**src/rtl/dmem_arbiter.sv**
```systemverilog
// Two-port arbiter for the single-port data RAM: CPU (port 0) and loader/debug (port 1).
// Round-robin grants with a bounded bus lock for port 1 and 1-cycle read data routing.
module dmem_arbiter #(
    parameter int ADDRESS_WIDTH = 32,
    parameter int DATA_WIDTH    = 32,
    parameter int MAX_LOCK      = 16
) (
    input  logic                     clk,
    input  logic                     rst,
    input  logic                     m0_req,
    input  logic                     m0_we,
    input  logic [1:0]               m0_type,
    input  logic [ADDRESS_WIDTH-1:0] m0_addr,
    input  logic [DATA_WIDTH-1:0]    m0_wdata,
    output logic                     m0_gnt,
    output logic                     m0_rvalid,
    output logic [DATA_WIDTH-1:0]    m0_rdata,
    output logic                     cpu_stall,
    input  logic                     m1_req,
    input  logic                     m1_we,
    input  logic [1:0]               m1_type,
    input  logic [ADDRESS_WIDTH-1:0] m1_addr,
    input  logic [DATA_WIDTH-1:0]    m1_wdata,
    input  logic                     m1_lock,
    output logic                     m1_gnt,
    output logic                     m1_rvalid,
    output logic [DATA_WIDTH-1:0]    m1_rdata,
    output logic                     ram_en,
    output logic                     ram_we,
    output logic [1:0]               ram_type,
    output logic [ADDRESS_WIDTH-1:0] ram_addr,
    output logic [DATA_WIDTH-1:0]    ram_wdata,
    input  logic [DATA_WIDTH-1:0]    ram_rdata
);

    localparam int CW = $clog2(MAX_LOCK + 1);
    localparam logic [CW-1:0] LOCK_MAX = CW'(MAX_LOCK);

    typedef enum logic [1:0] {
        ARB    = 2'd0,
        LOCKED = 2'd1,
        FORCE  = 2'd2
    } state_t;

    state_t        state;
    logic          prio;
    logic [CW-1:0] lock_cnt;
    logic          m0_rv_q;
    logic          m1_rv_q;
    logic          rr_g0;
    logic          rr_g1;
    logic          use_rr;

    always_comb begin
        rr_g0 = 1'b0;
        rr_g1 = 1'b0;
        if (m0_req && m1_req) begin
            rr_g0 = ~prio;
            rr_g1 = prio;
        end else begin
            rr_g0 = m0_req;
            rr_g1 = m1_req;
        end
    end

    // A LOCKED cycle whose lock has been dropped arbitrates exactly like ARB.
    assign use_rr = (state == ARB) || ((state == LOCKED) && !m1_lock);

    always_comb begin
        m0_gnt = 1'b0;
        m1_gnt = 1'b0;
        if (rst) begin
            if (use_rr) begin
                m0_gnt = rr_g0;
                m1_gnt = rr_g1;
            end else if (state == LOCKED) begin
                m1_gnt = m1_req;
            end else if (state == FORCE) begin
                m0_gnt = m0_req;
            end
        end
    end

    always_comb begin
        ram_we    = 1'b0;
        ram_type  = 2'b00;
        ram_addr  = '0;
        ram_wdata = '0;
        if (m0_gnt) begin
            ram_we    = m0_we;
            ram_type  = m0_type;
            ram_addr  = m0_addr;
            ram_wdata = m0_wdata;
        end else if (m1_gnt) begin
            ram_we    = m1_we;
            ram_type  = m1_type;
            ram_addr  = m1_addr;
            ram_wdata = m1_wdata;
        end
    end

    assign ram_en    = m0_gnt | m1_gnt;
    assign cpu_stall = rst & m0_req & ~m0_gnt;

    // Gating with rst drops a response whose grant cycle was followed by reset.
    assign m0_rvalid = m0_rv_q & rst;
    assign m1_rvalid = m1_rv_q & rst;
    assign m0_rdata  = m0_rvalid ? ram_rdata : '0;
    assign m1_rdata  = m1_rvalid ? ram_rdata : '0;

    always_ff @(posedge clk) begin
        if (!rst) begin
            state    <= ARB;
            prio     <= 1'b0;
            lock_cnt <= '0;
            m0_rv_q  <= 1'b0;
            m1_rv_q  <= 1'b0;
        end else begin
            m0_rv_q <= m0_gnt & ~m0_we;
            m1_rv_q <= m1_gnt & ~m1_we;
            if (m0_gnt) begin
                prio <= 1'b1;
            end else if (m1_gnt) begin
                prio <= 1'b0;
            end
            case (state)
                ARB: begin
                    if (m1_gnt && m1_lock) begin
                        state    <= LOCKED;
                        lock_cnt <= '0;
                    end
                end
                LOCKED: begin
                    if (!m1_lock) begin
                        state <= ARB;
                    end else if (m0_req) begin
                        if (lock_cnt == LOCK_MAX) begin
                            state <= FORCE;
                        end else begin
                            lock_cnt <= lock_cnt + 1'b1;
                        end
                    end
                end
                FORCE: begin
                    state <= ARB;
                    prio  <= 1'b1;
                end
                default: begin
                    state <= ARB;
                end
            endcase
        end
    end

endmodule

```
**config.mk**
```make
export PLATFORM = sky130hd
export DESIGN_NAME = dmem_arbiter
export DESIGN_NICKNAME = d
export VERILOG_FILES = /design/src/rtl/dmem_arbiter.sv
export SDC_FILE = /design/constraint.sdc
export NUM_CORES = 1
export LEC_CHECK = 0
export ABC_AREA = 1
export CAP_MARGIN = 20
export CORE_AREA = 8 8 112 114
export DETAILED_ROUTE_END_ITERATION = 10
export DIE_AREA = 0 0 120 122
export DONT_BUFFER_PORTS = 1
export GPL_ROUTABILITY_DRIVEN = 1
export RECOVER_POWER = 50
export SYNTH_ARGS = -nofsm -noshare
export SYNTH_HDL_FRONTEND = slang
export SYNTH_SLANG_ARGS = --single-unit
```
**constraint.sdc**
```tcl
create_clock -name clk -period 1.4 [get_ports clk]
set_input_delay 0.14 -clock clk [delete_from_list [all_inputs] [get_ports clk]]
set_output_delay 0.14 -clock clk [all_outputs]
set_load 0.02 [all_outputs]
```
Word level (Yosys, flattened, before mapping). Index checks and enable logic that the tools add are counted.

$add $sub $neg: 1. Eq/ne operators: 9. Multiplexer cells: 32. Bitwise logic cells: 11. Reductions and logical operators: 10.

Operator list (number): $mux 32 (6); $mux 5 (4); $mux 1 (14); $mux 2 (6); $pmux 5 s2 (1); $and 1x1->1 (6); $ne 2x2->1 const B (3); $add 5x1->5 const B (1); $eq 5x5->1 const B (1); $reduce_and 5->1 (1); $not 1->1 (4); $pmux 2 s2 (1); $logic_and 1x1->1 (3); $ne 3x2->1 const B (1); $ne 3x3->1 const B (1); $reduce_and 3->1 (1); $reduce_bool 3->1 (1); $eq 2x1->1 const B (1); $eq 2x2->1 const B (1); $logic_not 2->1 (1); $ne 2x1->1 const B (1); $reduce_bool 2->1 (1); $logic_not 1->1 (1); $logic_or 1x1->1 (1); $or 1x1->1 (1).

Register bits after elaboration: 10. Input port bits: 171.

Logic depth before layout (Yosys ltp).
Depth after elaboration: 8. Mapped depth: 11.

Worst setup path before layout. Ideal clock, no wire load.

Path type: reg2out. Start point: register state[1]. End point: output cpu_stall. Data arrival time: 1.354 ns. Path slack: -0.094 ns. Cell stages (with the launch flop): 10. Buffers on the path: 1. Cells stage by stage: dfxtp_1 > inv_2 > nand2_4 > nor2_1 > o21ai_2 > inv_2 > nand2_4 > inv_2 > buf_2 > nor2_1.

Word-level cells in the longest chain between the ends: 7. Elaborated cells between the ends (all ways): 11.

Ends and longest elaborated chain: from (decl) (RTL line 45) `state_t state;`; from (signal assigned) (RTL line 113) `state <= ARB;`; from (signal assigned) (RTL line 129) `state <= LOCKED;`; from (signal assigned) (RTL line 135) `state <= ARB;`; $eq 2x2->1 or $eq 2x1->1 (tied branches) (RTL line 78, 67, 76); $mux 1 or $logic_and 1x1->1 (tied branches) (RTL line 78, 67); $mux 1 or $logic_or 1x1->1 (tied branches) (RTL line 76, 67); $mux 1 (*) (RTL line 73) `if (use_rr) begin`; $mux 1 (*) (RTL line 72) `if (rst) begin`; named net m0_gnt (RTL line 15) `output logic m0_gnt,`; $not 1->1 (*) (RTL line 103) `assign cpu_stall = rst & m0_req & ~m0_gnt;`; $and 1x1->1 (*) (RTL line 103); to (decl) (RTL line 18) `output logic cpu_stall,`.

The timed path passes the listed nets; every way through them passes the cells marked *.

Final worst setup path.
Start point: register state[0]. End point: output ram_wdata[28].

Word-level cells in the longest chain between the ends: 7. Elaborated cells between the ends (all ways): 14.

Ends and longest elaborated chain: $eq 2x1->1 (RTL line 67, 76); $logic_and 1x1->1 (RTL line 67) `assign use_rr = (state == ARB) || ((state == LOCKED) && !m1_lock);`; $logic_or 1x1->1 (RTL line 67); $mux 1 (RTL line 73); $mux 1 (RTL line 72); $mux 32 (RTL line 94) `end else if (m1_gnt) begin`; $mux 32 (*) (RTL line 89) `if (m0_gnt) begin`; to (decl) (RTL line 32) `output logic [DATA_WIDTH-1:0] ram_wdata,`.

Mark *: on every way between the ends. The rest lies on a longest branch, timed or not.

==> results.toml <==
[placed_design]
placed_area_sq_um = 2730
place_congestion = 0.834
dp_cells = 636
port_buffers = 0
place_ws_ps = -136
dp.final_hpwl_microns = 9780

[clocking]
cts_buffers = 3
cts_root_buffer = "clkbuf_8"
cts.clk_slew.worst_paths_ps = 50
cts.sinks = 10
cts_tree = "yes"
clock_path_buffers = 2
clk_latency_ps = 240
cts-htree-levels = 1

[hold_path]
hp-class = "input pin to flop"

[route]
detail_route.wl_per_cell_microns = 20.5
viasPerCell = 4.64
drc_errors = 0
ant_nets = 0
routed_wl_microns = 13600
num_vias = 3087
first_pass_iters = 6
drt_iter0_drc = 195

[worst_setup_path]
crit_buf_inv = 4
startpoint_type = "flop"
r2r_cells = 13
path_delay_family = "buffers and inverters"
path_max_fanout = 11
r2r_end = "lock_cnt[2]$_SDFFE_PN0P_"
endpoint_kind = "output pin"
crit_cells = 9
path_class = "flop to output pin"
slowest_delay_ps = 360
critPathLaunch = "state[0]$_SDFFE_PN0P_"
r2r-start = "state[1]$_SDFFE_PN0P_"
slowest_stage = "dfxtp_4"
required_ps = 1260
reg2reg_slack_ps = -240
cp.arrival_ps = 1590
endpoint = "ram_wdata[28]"
crit_path_cell_trace = "a21oi_2 > nand2_1 > nand2_2 > inv_6 > buf_12 > buf_12 > nand2_2 > nand2_2 > buf_12"

[grt]
grt_first_pass_wirelength_microns = 18400
track_usage_pct = 16.0
antenna_found_initial = 0
grt_start_max_net_pins = 34
overflow = 0
grt_pass1_vias = 3121

[power]
pwr_density_cell_nw_per_um2 = 458
peakVddDrop_mv = 0.281
leakagePower_nw = 2.20
total_power_mw = 1.77

[outcome]
violations = "negative setup slack"
status = "finished, violations left"

[logic_synthesis]
syn_area_sq_um = 1880
syn_nets = 595
synth_cell_types = 23
yosysWarningCount = 0
syn_area_per_cell_sq_um = 4.44
synth-seq-cells = 10
synthCells = 422
seq_area_frac_synth_pct = 10.7

[sta]
drv_slew = 0
postLayoutSetupSlackWorst_ps = -325
setup_viol = 78
skew_ps = 2.34
timing.hold.ws_ps = 15.4
fin_crit_sh_pct = 123
final-hold-violation-count = 0
finalSetupTns_ps = -20670
relSlewSlack_pct = 72.1
max_freq_mhz = 580
tightest_slew_ps = 417
min_period_ps = 1730
rsz0062_at_grt = "yes"

[die]
die_w_microns = 120
core_sq_um = 10700
initial_core_util_pct = 17.5
io_pins = 308
core.rowCount = 38
dieHeight_microns = 122
die_area_sq_um = 14600

[flow_run]
maxCapViolCount = 0

[finish]
drive_above_1_share_pct = 48.8
area_delta_synth_final_pct = 106
instances_no_fill = 665
final_cell_mix = "109 x nand2_1, 83 x nor2_1, 68 x buf_4, 61 x nand2_4, 56 x nand2_2"
final_common_cell = "nand2_1"
antenna_cells = 0
post-route-util_pct = 36.2
design_area_sq_um = 3870
fin_nets = 700
[layer usage]
metal	vias up	GRT usage (%)	wire length [microns]
li1	1448	-	-
met2	239	29.9	7040
met1	1381	17.1	4980
met4	0	4.37	259
met3	19	4.91	1340
met5	-	0	0
[power breakdown]
group	total, mW	leakage (nW)	switching [mW]	internal [mW]
clock	0.310	0.0216	0.121	0.189
sequential	0.301	0.0830	0.00662	0.294
combinational	1.16	2.09	0.721	0.442
[state kept, by name (all words and copies together) (netlist names)]
name / count
m0_rv_q: 1
state: 2
prio: 1
lock_cnt: 5
m1_rv_q: 1
[worst register-to-register path, stage by stage, from the launching register on]
cell     delay [ps]
dfxtp_4         360
inv_4            50
nand2_2          70
nor2_4           40
buf_4           120
buf_4           120
buf_4           120
buf_4           120
buf_4           120
nand4_1          70
buf_6           150
nand2_2          60
nor2_1          100
nor2_1           50
[worst min-delay path by stage]
stage | slack (ps) | from | cells after the start | endpoint
after floorplan | 210 | m1_we | 1 | m1_rv_q$_SDFF_PN0_
after global placement | 220 | m1_we | 1 | m1_rv_q$_SDFF_PN0_
after detailed placement | 220 | m1_we | 1 | m1_rv_q$_SDFF_PN0_
after CTS | 10 | rst | 2 | lock_cnt[2]$_SDFFE_PN0P_
after global routing | 30 | rst | 2 | lock_cnt[1]$_SDFFE_PN0P_
final | 20 | rst | 2 | lock_cnt[1]$_SDFFE_PN0P_
[timing repair]
action | in CTS | in global routing
pin swaps | 30 | 33
buffers inserted | 12 | 2
resized for setup | 188 | 34
hold endpoints to repair | 2 | 0
cloned | 8 | 2
hold buffers | 2 | 0
endpoints found under the setup margin | 71 | 88
[cells in the mapped netlist]
cell type | instances | area (sq um)
o21ai_0 | 2 | 10.0
dfxtp_1 | 10 | 200
buf_6 | 3 | 33.8
nand2_1 | 224 | 841
o21ai_2 | 1 | 8.76
nand2_4 | 2 | 22.5
clkbuf_1 | 7 | 26.3
nand3_1 | 9 | 45.0
a21oi_1 | 8 | 40.0
buf_2 | 9 | 45.0
nor2_2 | 1 | 6.26
and3_1 | 1 | 6.26
nand3b_1 | 1 | 7.51
buf_4 | 2 | 15.0
a21boi_0 | 1 | 7.51
nor2_1 | 85 | 319
o21bai_1 | 1 | 7.51
clkbuf_2 | 1 | 5.00
inv_1 | 43 | 161
ha_1 | 2 | 25.0
nand4_1 | 3 | 18.8
inv_2 | 5 | 18.8
nor3_1 | 1 | 5.00
[cells by family (layout without fill, tap and decap cells)]
kind of cell	Yosys count	after routing	share of synthesized area [%]
compound gates	13	13	3.94
fa+ha+maj	2	2	1.33
buf+inv	70	173	16.3
flops	10	10	10.7
simple gates	327	327	67.8
[area by class of cell]
cell class                 count  area, sq um
inverter                      48          195
timing repair buffer         122         1230
clock buffer                   3         41.3
fill                        1120         6830
multi-input combinational    342         2020
tap                          140          175
sequential                    10          208
(Power assumes the default switching activity.)
